File: src/rtl/readout_sequencer.sv
// Frame sequencer for the pixel-array ADC: erase, exposure, single-slope
// conversion (Gray ramp counter released) and row-by-row readout.
module readout_sequencer #(
   parameter int WIDTH        = 8,
   parameter int ROWS         = 2,
   parameter int ERASE_CYCLES = 5
) (
   input  logic            clk,
   input  logic            reset,
   input  logic            start,
   input  logic [7:0]      expose_cycles,
   output logic            busy,
   output logic            erase,
   output logic            expose,
   output logic            convert,
   output logic            gc_reset,
   output logic            gc_clk_en,
   output logic [ROWS-1:0] read,
   output logic            data_valid,
   output logic            frame_done
);

   localparam int CONV  = 1 << WIDTH;
   localparam int MAX_A = (ERASE_CYCLES > 255) ? ERASE_CYCLES : 255;
   localparam int MAXV  = ((MAX_A > CONV) ? MAX_A : CONV) + 1;
   localparam int CW    = $clog2(MAXV + 1);
   localparam int RW    = (ROWS > 1) ? $clog2(ROWS) : 1;

   typedef enum logic [2:0] {
      IDLE,
      ERASE,
      EXPOSE,
      CONVERT,
      READOUT
   } state_t;

   state_t          state, state_nx;
   logic [CW-1:0]   cnt, cnt_nx;
   logic [RW-1:0]   row, row_nx;
   logic [7:0]      exp_q, exp_nx;
   logic            done_q, done_nx;

   always_ff @(posedge clk or posedge reset) begin
      if (reset) begin
         state  <= IDLE;
         cnt    <= '0;
         row    <= '0;
         exp_q  <= '0;
         done_q <= 1'b0;
      end else begin
         state  <= state_nx;
         cnt    <= cnt_nx;
         row    <= row_nx;
         exp_q  <= exp_nx;
         done_q <= done_nx;
      end
   end

   // cnt holds the remaining cycles of the current phase minus one
   always_comb begin
      state_nx = state;
      cnt_nx   = cnt;
      row_nx   = row;
      exp_nx   = exp_q;
      done_nx  = 1'b0;
      unique case (state)
         IDLE: begin
            if (start) begin
               state_nx = ERASE;
               cnt_nx   = CW'(ERASE_CYCLES - 1);
               exp_nx   = (expose_cycles == 8'd0) ? 8'd1 : expose_cycles;
            end
         end
         ERASE: begin
            if (cnt == '0) begin
               state_nx = EXPOSE;
               cnt_nx   = CW'(exp_q) - CW'(1);
            end else begin
               cnt_nx = cnt - CW'(1);
            end
         end
         EXPOSE: begin
            if (cnt == '0) begin
               state_nx = CONVERT;
               cnt_nx   = CW'(CONV - 1);
            end else begin
               cnt_nx = cnt - CW'(1);
            end
         end
         CONVERT: begin
            if (cnt == '0) begin
               state_nx = READOUT;
               cnt_nx   = CW'(1);
               row_nx   = '0;
            end else begin
               cnt_nx = cnt - CW'(1);
            end
         end
         READOUT: begin
            if (cnt == '0) begin
               if (row == RW'(ROWS - 1)) begin
                  state_nx = IDLE;
                  row_nx   = '0;
                  done_nx  = 1'b1;
               end else begin
                  row_nx = row + RW'(1);
                  cnt_nx = CW'(1);
               end
            end else begin
               cnt_nx = cnt - CW'(1);
            end
         end
         default: state_nx = IDLE;
      endcase
   end

   always_comb begin
      busy       = (state != IDLE);
      erase      = (state == ERASE);
      expose     = (state == EXPOSE);
      convert    = (state == CONVERT);
      gc_clk_en  = (state == CONVERT);
      gc_reset   = (state != CONVERT);
      read       = '0;
      if (state == READOUT) read[row] = 1'b1;
      data_valid = (state == READOUT) && (cnt == '0);
      frame_done = done_q;
   end

endmodule

File: config.mk
export PLATFORM = sky130hd
export DESIGN_NAME = readout_sequencer
export DESIGN_NICKNAME = d
export VERILOG_FILES = /design/src/rtl/readout_sequencer.sv
export SDC_FILE = /design/constraint.sdc
export NUM_CORES = 1
export LEC_CHECK = 0
export ABC_AREA = 1
export CAP_MARGIN = 10
export CORE_MARGIN = 2
export CORE_UTILIZATION = 48
export DETAILED_ROUTE_END_ITERATION = 8
export PLACE_DENSITY = 0.78
export REMOVE_ABC_BUFFERS = 1
export SYNTH_ARGS = -nofsm -noshare
export SYNTH_HDL_FRONTEND = slang
export SYNTH_SLANG_ARGS = --single-unit
export TNS_END_PERCENT = 20
File: constraint.sdc
create_clock -name clk -period 1.6 [get_ports clk]
set_input_delay 0.32 -clock clk [delete_from_list [all_inputs] [get_ports clk]]
set_output_delay 0.32 -clock clk [all_outputs]
set_load 0.05 [all_outputs]
==> impl_metrics.json <==
{
  "outcome": "finished, violations left",
  "violations": "negative setup slack",
  "multi_input_area_um2": 912,
  "max_stage_delay_ps": 430,
  "postRouteAntennaNets": 0,
  "diodes": 0,
  "worstPathCellList": "nor2_1 > nand2_2 > nor2_4 > nand2_2 > nor2_4 > buf_12",
  "fillerInstances": 223,
  "die_h_um": 59.2,
  "vdd_ir_drop_max_v": 0.00146,
  "clock_sinks": 22,
  "insertion_delay_ps": 330,
  "seqCellArea_um2": 554,
  "maxSlewHeadroom": 0.797,
  "hp-class": "input pin to async pin",
  "cpMaxStageDelayCell": "dfrtp_1",
  "cts_buffers": 3,
  "drcViolationCount": 0,
  "crit_type": "flop to output pin",
  "seq_area_frac_synth": 0.377,
  "numPortBuffers": 20,
  "rsz0062_at_grt": "true",
  "synthFlopType": "dfrtp_1",
  "synthTopCellsByArea": "dfrtp_1 38%, nand2_1 16%, nand3_1 9.6%",
  "async_flop_share": 1.00,
  "grt_max_degree": 23,
  "core_area_mm2": 0.00298,
  "die_w_um": 59.2,
  "hold_viol": 0,
  "setup_slack_ps": -234,
  "synth_cell_types": 27,
  "finalSetupTns_ps": -869,
  "root_buffer": "clkbuf_4",
  "vias_per_cell": 5.31,
  "fin_nets": 273,
  "clockBufferDepth": 2,
  "arrival_ps": 1510,
  "path_max_fanout": 4,
  "syn_area_mm2": 0.00146,
  "final_cells": 292,
  "place_congestion": 0.895,
  "synthCells": 212,
  "routedWlPerCell_um": 13.9,
  "crit_family": "simple AND/OR/NAND/NOR gates",
  "path_clk_slew_ps": 140,
  "timing.rr.start": "cnt[7]$_DFFE_PP0P_",
  "setup_viol_count_final": 8,
  "initial_core_util": 0.490,
  "pwr_density_cell_mw_per_mm2": 2020,
  "p_leak_nw": 1.05,
  "synth_top_cell_by_area": "dfrtp_1",
  "grtUsageTotal": 0.254,
  "yosys_warnings": 0,
  "skew_ps": 9.19,
  "drive_above_1_share": 0.320,
  "slew_viol_final": 0,
  "synth_seq_cells": 22,
  "grt_pass1_vias": 1500,
  "synth_edf_count": 0,
  "max_cap_viol_count": 0,
  "synth_top_area_frac": 0.377,
  "drt_iter0_drc": 55,
  "worst_ep_required_time_ps": 1280,
  "tritoncts": "built",
  "min_period_ps": 1830,
  "wl_um": 4050,
  "grt-ovfl-total": 0,
  "crit_buf_inv": 1,
  "r2r-end": "row$_DFFE_PP0P_",
  "cts_hold_buf": 0,
  "worstSetupStartpointType": "flop",
  "rows": 20,
  "grt_pass1_wl_um": 6670,
  "worst-slew-pin-transition_ps": 304,
  "htree_levels": 1,
  "max_freq_mhz": 545,
  "timing.final.crit_share": 1.15,
  "first_pass_iters": 5,
  "worst_r2r_path_depth": 9,
  "io_pins": 21,
  "avgSynthCellArea_um2": 6.89,
  "via_count": 1551,
  "end_kind": "output pin",
  "dpl.hpwl_um": 2570,
  "area_growth_pct": 48.8,
  "r2r_slack_ps": 30,
  "dp.cells": 280,
  "fp.dieArea_mm2": 0.00350,
  "antenna_found_initial": 0
}
-- metrics by stage --
stage	hold slack, ps	setup slack (ps)	cell area (um^2)	power (mW)	utilization
2_1_floorplan	309	-1250	1420	2.54	-
3_3_place_gp	474	19.1	1890	3.41	0.635
3_5_place_dp	482	-17.4	1890	3.45	0.635
4_1_cts	324	-235	2090	4.07	0.702
5_1_grt	330	-283	2170	4.70	0.729
6_report	314	-234	2170	4.38	0.729
-- layer usage --
metal | vias up | global-route usage | share of wire
met5 | - | 0 | 0
met4 | 0 | 0.153 | 0.036
met3 | 17 | 0.0349 | 0.048
met2 | 57 | 0.413 | 0.50
met1 | 705 | 0.321 | 0.41
li1 | 772 | - | -
-- cell type report --
type                            instances  share of cell area
Multi-Input combinational cell        154               0.420
Sequential cell                        22               0.255
Timing Repair Buffer                   48               0.229
Inverter                               31              0.0605
Tap cell                               33              0.0190
Clock buffer                            4              0.0167
-- cell usage after synthesis, types with 2 or more instances --
master    number
ha_1           2
nor2_2         3
o21ai_1        4
inv_2          2
nor2_1        17
xor2_1         4
o21ai_0       13
buf_2          2
a21oi_1        2
nand4_1        5
nand2_2        2
nand3_1       28
dfrtp_1       22
nor3_1         2
nor4_1         2
nand2_1       61
inv_1         28
buf_4          2
nand3b_1       3
-- worst register-to-register path, delay by kind of cell, from the launching register on --
kind / cells / cell delay [ps]
buffers and inverters: 3 / 360
flip-flops: 1 / 430
AO/OA/AOI/OAI: 1 / 120
AND/OR/NAND/NOR: 5 / 570
-- sequential cells by signal, summed over array words and instances, names as in the netlist --
name and count:
exp_q 8, row 1, state 3, frame_done 1, cnt 9
-- how the worst max path moves through the flow --
stage	startpoint	end	depth (start not counted)
3_5_place_dp	start	cnt[0]$_DFFE_PP0P_	9
3_3_place_gp	start	cnt[0]$_DFFE_PP0P_	9
4_1_cts	cnt[0]$_DFFE_PP0P_	data_valid	7
2_1_floorplan	state[2]$_DFFE_PP0P_	state[2]$_DFFE_PP0P_	4
6_report	cnt[7]$_DFFE_PP0P_	data_valid	6
5_1_grt	cnt[0]$_DFFE_PP0P_	data_valid	7
-- power breakdown --
| group | switching (mW) | internal (mW) | total, mW |
|---|---|---|---|
| Combinational | 1.79 | 1.28 | 3.07 |
| Sequential | 0.197 | 0.777 | 0.975 |
| Clock | 0.196 | 0.140 | 0.336 |
-- layout by cell type, fill, tap and decap left out, types with 2 or more instances in the layout --
master | synthesis | layout
nand2_1 | 61 | 55
buf_4 | 2 | 27
nand3_1 | 28 | 24
inv_1 | 28 | 20
dfrtp_1 | 22 | 19
nor2_1 | 17 | 11
o21ai_0 | 13 | 11
clkdlybuf4s50_1 | 0 | 10
buf_12 | 0 | 8
inv_2 | 2 | 7
o21ai_1 | 4 | 6
nor2_4 | 0 | 5
nand4_1 | 5 | 5
nand2_2 | 2 | 4
nor2_2 | 3 | 4
xor2_1 | 4 | 4
nand2_4 | 1 | 3
nand3_4 | 0 | 3
nand3b_1 | 3 | 3
clkbuf_4 | 0 | 3
buf_6 | 1 | 3
dfrtp_2 | 0 | 3
inv_4 | 0 | 2
nand2_8 | 0 | 2
nor4_1 | 2 | 2
-- what timing repair did --
action,CTS,global route
gates resized for setup,31,27
setup buffers,10,3
pin swaps,7,7
setup endpoints to repair,12,22
-- cell families after synthesis --
| family | count (synthesis) | synth area share |
|---|---|---|
| XOR/XNOR | 5 | 0.0300 |
| buffers and inverters | 36 | 0.105 |
| adder cells (fa/ha/maj) | 2 | 0.0171 |
| AO/OA/AOI/OAI | 20 | 0.0703 |
| AND/OR/NAND/NOR | 127 | 0.400 |
| flip-flops | 22 | 0.377 |
Power figures use the tool's default switching activity.
